$ cat src/rtl/fir_pkg.sv
// Shared definitions for the FIR filter and its coefficient programmer.
// State encodings and the coefficient address width.
package fir_pkg;

  localparam int ADDR_WIDTH = 4;

  typedef enum logic [2:0] {
    ST_IDLE,
    ST_WRITE,
    ST_READ,
    ST_CHECK,
    ST_DONE,
    ST_FAIL
  } fir_state_e;

  function automatic logic is_rest(input fir_state_e s);
    return (s == ST_IDLE) || (s == ST_DONE) || (s == ST_FAIL);
  endfunction

endpackage

$ cat src/rtl/fir_coeff_prog.sv
// Programs the filter coefficient memory, reads it back to verify,
// and gates the upstream sample stream until verification passes.
module fir_coeff_prog
  import fir_pkg::*;
#(
  parameter int N          = 4,
  parameter int DATA_WIDTH = 16
) (
  input  logic                    clk,
  input  logic                    rst,
  input  logic                    start,
  input  logic [N*DATA_WIDTH-1:0] coeff_in,
  output logic                    busy,
  output logic                    done,
  output logic                    error,
  output logic [ADDR_WIDTH-1:0]   err_addr,
  output logic                    fir_we_coeff,
  output logic [ADDR_WIDTH-1:0]   fir_addr_coeff,
  output logic [DATA_WIDTH-1:0]   fir_data_coeff_i,
  input  logic [DATA_WIDTH-1:0]   fir_data_coeff_o,
  input  logic                    s_valid,
  input  logic [DATA_WIDTH-1:0]   s_sample,
  output logic                    s_ready,
  output logic                    fir_valid,
  output logic [DATA_WIDTH-1:0]   fir_sample
);

  localparam int IW = (N > 1) ? $clog2(N) : 1;
  localparam logic [ADDR_WIDTH-1:0] LAST = ADDR_WIDTH'(N - 1);

  typedef logic [DATA_WIDTH-1:0] word_t;

  fir_state_e state_q, state_d;
  logic [ADDR_WIDTH-1:0] idx_q, idx_d;
  logic [ADDR_WIDTH-1:0] nidx;
  word_t shadow_q [N];
  word_t shadow_d [N];

  logic we_q, we_d;
  logic [ADDR_WIDTH-1:0] addr_q, addr_d;
  word_t wdata_q, wdata_d;
  logic busy_q, busy_d;
  logic done_q, done_d;
  logic error_q, error_d;
  logic [ADDR_WIDTH-1:0] err_addr_q, err_addr_d;
  logic mis_q, mis_d;
  logic cmp_vld_q, cmp_vld_d;
  logic [IW-1:0] rd_idx_q, rd_idx_d;
  logic s_ready_q, s_ready_d;
  logic fvalid_q, fvalid_d;
  word_t fsample_q, fsample_d;

  logic xfer;
  logic cur_mis;
  logic any_mis;

  assign nidx = idx_q + 1'b1;
  assign xfer = s_valid & s_ready_q;

  // Readback lags the address by one cycle, so compare against
  // the index that was on the bus in the previous cycle.
  assign cur_mis = cmp_vld_q &&
                   (fir_data_coeff_o != shadow_q[rd_idx_q]);
  assign any_mis = mis_q | cur_mis;

  always_comb begin
    state_d    = state_q;
    idx_d      = idx_q;
    shadow_d   = shadow_q;
    we_d       = 1'b0;
    addr_d     = '0;
    wdata_d    = '0;
    busy_d     = 1'b0;
    done_d     = done_q;
    error_d    = error_q;
    err_addr_d = err_addr_q;
    mis_d      = mis_q;
    cmp_vld_d  = 1'b0;
    rd_idx_d   = idx_q[IW-1:0];
    s_ready_d  = 1'b0;
    fvalid_d   = xfer;
    fsample_d  = xfer ? s_sample : fsample_q;

    if (cur_mis) begin
      mis_d = 1'b1;
      if (!mis_q) err_addr_d = ADDR_WIDTH'(rd_idx_q);
    end

    unique case (state_q)
      ST_IDLE, ST_DONE, ST_FAIL: begin
        if (start) begin
          for (int k = 0; k < N; k++)
            shadow_d[k] = coeff_in[k*DATA_WIDTH +: DATA_WIDTH];
          done_d     = 1'b0;
          error_d    = 1'b0;
          err_addr_d = '0;
          mis_d      = 1'b0;
          idx_d      = '0;
          state_d    = ST_WRITE;
          we_d       = 1'b1;
          addr_d     = '0;
          wdata_d    = coeff_in[DATA_WIDTH-1:0];
          busy_d     = 1'b1;
        end else if (state_q == ST_DONE) begin
          s_ready_d = 1'b1;
        end
      end
      ST_WRITE: begin
        busy_d = 1'b1;
        if (idx_q == LAST) begin
          state_d = ST_READ;
          idx_d   = '0;
        end else begin
          idx_d   = nidx;
          we_d    = 1'b1;
          addr_d  = nidx;
          wdata_d = shadow_q[nidx[IW-1:0]];
        end
      end
      ST_READ: begin
        busy_d    = 1'b1;
        cmp_vld_d = 1'b1;
        if (idx_q == LAST) begin
          state_d = ST_CHECK;
          idx_d   = '0;
        end else begin
          idx_d  = nidx;
          addr_d = nidx;
        end
      end
      ST_CHECK: begin
        state_d   = any_mis ? ST_FAIL : ST_DONE;
        done_d    = !any_mis;
        error_d   = any_mis;
        s_ready_d = !any_mis;
      end
      default: state_d = ST_IDLE;
    endcase

    // A start outside the rest states never reaches the branch above.
    if (!is_rest(state_q) && start) state_d = state_d;
  end

  always_ff @(posedge clk or posedge rst) begin
    if (rst) begin
      state_q    <= ST_IDLE;
      idx_q      <= '0;
      for (int k = 0; k < N; k++) shadow_q[k] <= '0;
      we_q       <= 1'b0;
      addr_q     <= '0;
      wdata_q    <= '0;
      busy_q     <= 1'b0;
      done_q     <= 1'b0;
      error_q    <= 1'b0;
      err_addr_q <= '0;
      mis_q      <= 1'b0;
      cmp_vld_q  <= 1'b0;
      rd_idx_q   <= '0;
      s_ready_q  <= 1'b0;
      fvalid_q   <= 1'b0;
      fsample_q  <= '0;
    end else begin
      state_q    <= state_d;
      idx_q      <= idx_d;
      shadow_q   <= shadow_d;
      we_q       <= we_d;
      addr_q     <= addr_d;
      wdata_q    <= wdata_d;
      busy_q     <= busy_d;
      done_q     <= done_d;
      error_q    <= error_d;
      err_addr_q <= err_addr_d;
      mis_q      <= mis_d;
      cmp_vld_q  <= cmp_vld_d;
      rd_idx_q   <= rd_idx_d;
      s_ready_q  <= s_ready_d;
      fvalid_q   <= fvalid_d;
      fsample_q  <= fsample_d;
    end
  end

  assign busy             = busy_q;
  assign done             = done_q;
  assign error            = error_q;
  assign err_addr         = err_addr_q;
  assign fir_we_coeff     = we_q;
  assign fir_addr_coeff   = addr_q;
  assign fir_data_coeff_i = wdata_q;
  assign s_ready          = s_ready_q;
  assign fir_valid        = fvalid_q;
  assign fir_sample       = fsample_q;

endmodule

$ cat config.mk
export PLATFORM = sky130hd
export DESIGN_NAME = fir_coeff_prog
export DESIGN_NICKNAME = d
export VERILOG_FILES = /design/src/rtl/fir_pkg.sv /design/src/rtl/fir_coeff_prog.sv
export SDC_FILE = /design/constraint.sdc
export NUM_CORES = 1
export LEC_CHECK = 0
export BUFFER_PORTS_ARGS = -buffer_cell sky130_fd_sc_hd__buf_2
export CORE_ASPECT_RATIO = 0.5
export CORE_MARGIN = 2
export CORE_UTILIZATION = 45
export CTS_BUF_LIST = sky130_fd_sc_hd__clkbuf_4
export DETAILED_ROUTE_END_ITERATION = 6
export MAX_ROUTING_LAYER = met4
export PLACE_DENSITY = 0.73
export SYNTH_ARGS = -nofsm -noshare
export SYNTH_HDL_FRONTEND = slang
export SYNTH_SLANG_ARGS = --single-unit
$ cat constraint.sdc
create_clock -name clk -period 3.6 [get_ports clk]
set_clock_uncertainty 0.15 [all_clocks]
set_input_delay 0.18 -clock clk [delete_from_list [all_inputs] [get_ports clk]]
set_output_delay 0.18 -clock clk [all_outputs]
set_load 0.005 [all_outputs]
==> flow_summary.toml <==
[clock_network]
cts_root_buf = "clkbuf_4"
cts_tree = "yes"
insertion_delay_ns = 0.52
post-cts-setup-buffers = 0
path_clk_slew_ns = 0.10
cts_resized = 0
numCtsBuffers = 17
clockBufferDepth = 2
hold_buffers = 82
numClockSinks = 121
htreeDepth = 4

[yosys]
synthArstFlopShare = 1.000
synth-edff-count = 0
syn_nets = 606
ys.flop_type = "dfrtp_1"
yosys.area.top_type = "dfrtp_1"
avgSynthCellArea_um2 = 10.81
synth.most_common_cell = "nand2_1"
ys_seq_area_frac = 0.5545
netlist_area_um2 = 5460
syn_inst = 505
synth.area.top_cells = "dfrtp_1, nand2_1, mux4_2"
synth_top_area_frac = 0.5545
ys_seq_elements = 121
ys_types = 32
netlist_top_cells_count = "nand2_1, dfrtp_1, mux4_2, o21ai_0, inv_1"
ys_warn_count = 0

[grt]
grt_use_total = 0.2311
grt_pass1_vias = 4545
grt_remaining_overflow = 0
grt_pass1_wl_um = 22280
antenna_found_initial = 0
grt_max_degree = 66

[sta]
worst_slew_pin_slew_ns = 0.8329
fin_crit_ns = 2.675
rsz0062_at_grt = "no"
slew_headroom = 0.4447
post-route-period-util = 0.7431
finalSetupViolations = 0
finalHoldViolCount = 0
max_freq_mhz = 373.8
setup_slack_ns = 0.9247
slew_violations = 0
tns_ns = 0

[drt]
viasPerCell = 4.964
drtIter0Drc = 299
drc = 0
wl_per_cell_um = 15.29
postRouteWirelength_um = 13870
vias = 4502
final_antenna_net_count = 0
first_pass_iters = 5

[floorplan]
io_pins = 146
start_util = 0.4611
core_um2 = 11840
die_w_um = 159.8
chipHeight_um = 81.89
rows = 28
dieArea_um2 = 13080

[final_layout]
syn2layout_area_growth_pct = 35.82
multi_input_area_um2 = 2232
fillers = 946
nNetsFinal = 831
regArea_um2 = 3028
drive_above_1_share = 0.3140
stdcell_area_um2 = 7416
antenna_cells = 0

[critical_path]
crit_type = "reg -> reg"
start_kind = "flip-flop"
endpoint_kind = "flip-flop"
critPathRequiredTime_ns = 3.86
cp_max_fo = 17
crit_arrival_ns = 2.94

[power]
pwr-share-seq = 0.394
power.share.clock = 0.150
switching_share = 0.3760
power.leakage_nw = 3.743
p_comb_frac = 0.456
power_density_nw_per_um2 = 817.9
intPower_mw = 3.785
netSwitchingPower_mw = 2.281
power_mw = 6.065
peakVddDrop_mv = 0.3569

[placed_design]
placedInstanceArea_um2 = 6339
post-dp-hpwl_um = 8686
routabilityCongestion = 0.8182
port-buffer-count = 145
place_ws_ns = 0.9358

[status]
status = "complete, no violations"

[hold_path]
hp-class = "in -> reg"

[job]
maxCapViolCount = 0
-- stage by stage --
stage,hold WS [ns],util,std cells
finish,0.1814,0.6263,907
global route,0.2182,0.6263,907
CTS,0.1562,0.6263,907
detailed placement,0.2260,0.5353,794
global placement,0.2201,0.5353,794
floorplan,0.1354,-,505
-- layer usage --
metal	track usage	wire (µm)
met1	0.2827	5885
met2	0.3879	6822
met3	0.04747	861
met4	0.09279	295
met5	-	0
-- cell usage in the layout (no fill, tap or decap), drive strengths merged, types with 3 or more instances in the layout --
cell type | synthesis | layout
dlygate4sd3 | 0 | 82
a21oi | 3 | 3
nand4 | 4 | 4
mux4 | 32 | 32
nand2b | 4 | 4
inv | 21 | 21
clkbuf | 20 | 20
clkinv | 0 | 7
nor3b | 4 | 4
nor2b | 3 | 3
xnor2 | 16 | 16
nand2 | 204 | 204
dfrtp | 121 | 121
buf | 8 | 152
o21ai | 23 | 23
nor2 | 5 | 5
mux2 | 16 | 16
-- final timing paths --
kind                                        from                        end  slack, ns  cells after the start
max in group asynchronous                    rst      err_addr[2]$_DFF_PP0_       2.29                      4
min reg2reg                 idx_q[1]$_DFFE_PP0P_      rd_idx_q[1]$_DFF_PP0_       0.31                      0
max                        rd_idx_q[0]$_DFF_PP0_     state_q[0]$_DFFE_PP0P_       0.92                      7
min                                      s_valid        fir_valid$_DFF_PP0_       0.18                      3
min in group asynchronous                    rst  fir_sample[0]$_DFFE_PP0P_       0.21                      3
max reg2reg                rd_idx_q[0]$_DFF_PP0_     state_q[0]$_DFFE_PP0P_       0.92                      7
-- area by class of cell --
| class | instances | share of cell area |
|---|---|---|
| multi-input combinational | 335 | 0.3010 |
| sequential | 121 | 0.4083 |
| inverter | 21 | 0.01097 |
| clock inverter | 11 | 0.01434 |
| timing repair buffer | 234 | 0.2173 |
| tap | 165 | 0.02784 |
| clock buffer | 20 | 0.02025 |
-- sequential cells by signal, indices dropped and copies added, names as in the netlist --
name / cells
err_addr: 4
fir_addr_coeff: 4
fir_we_coeff: 1
mis_q: 1
fir_sample: 16
fir_data_coeff_i: 16
rd_idx_q: 2
cmp_vld_q: 1
error: 1
idx_q: 4
shadow_q: 64
busy: 1
fir_valid: 1
done: 1
state_q: 3
s_ready: 1
-- power groups by stage --
stage	clock, mW	combinational (mW)	sequential, mW
floorplan	0	2.04	2.29
global placement	0	2.61	2.38
detailed placement	0	2.69	2.40
CTS	0.930	2.77	2.38
global route	0.992	3.10	2.46
finish	0.909	2.77	2.39
-- critical path, cell delays in order (launching register included) --
cell,delay (ns)
dfrtp_1,0.34
buf_4,0.31
mux4_2,0.56
xnor2_1,0.22
nand4_1,0.14
nor4_2,0.41
o21bai_1,0.20
o221a_1,0.24
-- cell families after synthesis --
family | after synthesis | share of synthesized area
flip-flops | 121 | 0.5545
XOR/XNOR | 17 | 0.02727
multiplexers | 50 | 0.1687
buffers and inverters | 49 | 0.03758
AND/OR/NAND/NOR | 232 | 0.1725
AO/OA/AOI/OAI | 35 | 0.03712
adder cells (fa/ha/maj) | 1 | 0.002291
No activity file was read; power rests on OpenSTA's default activity.
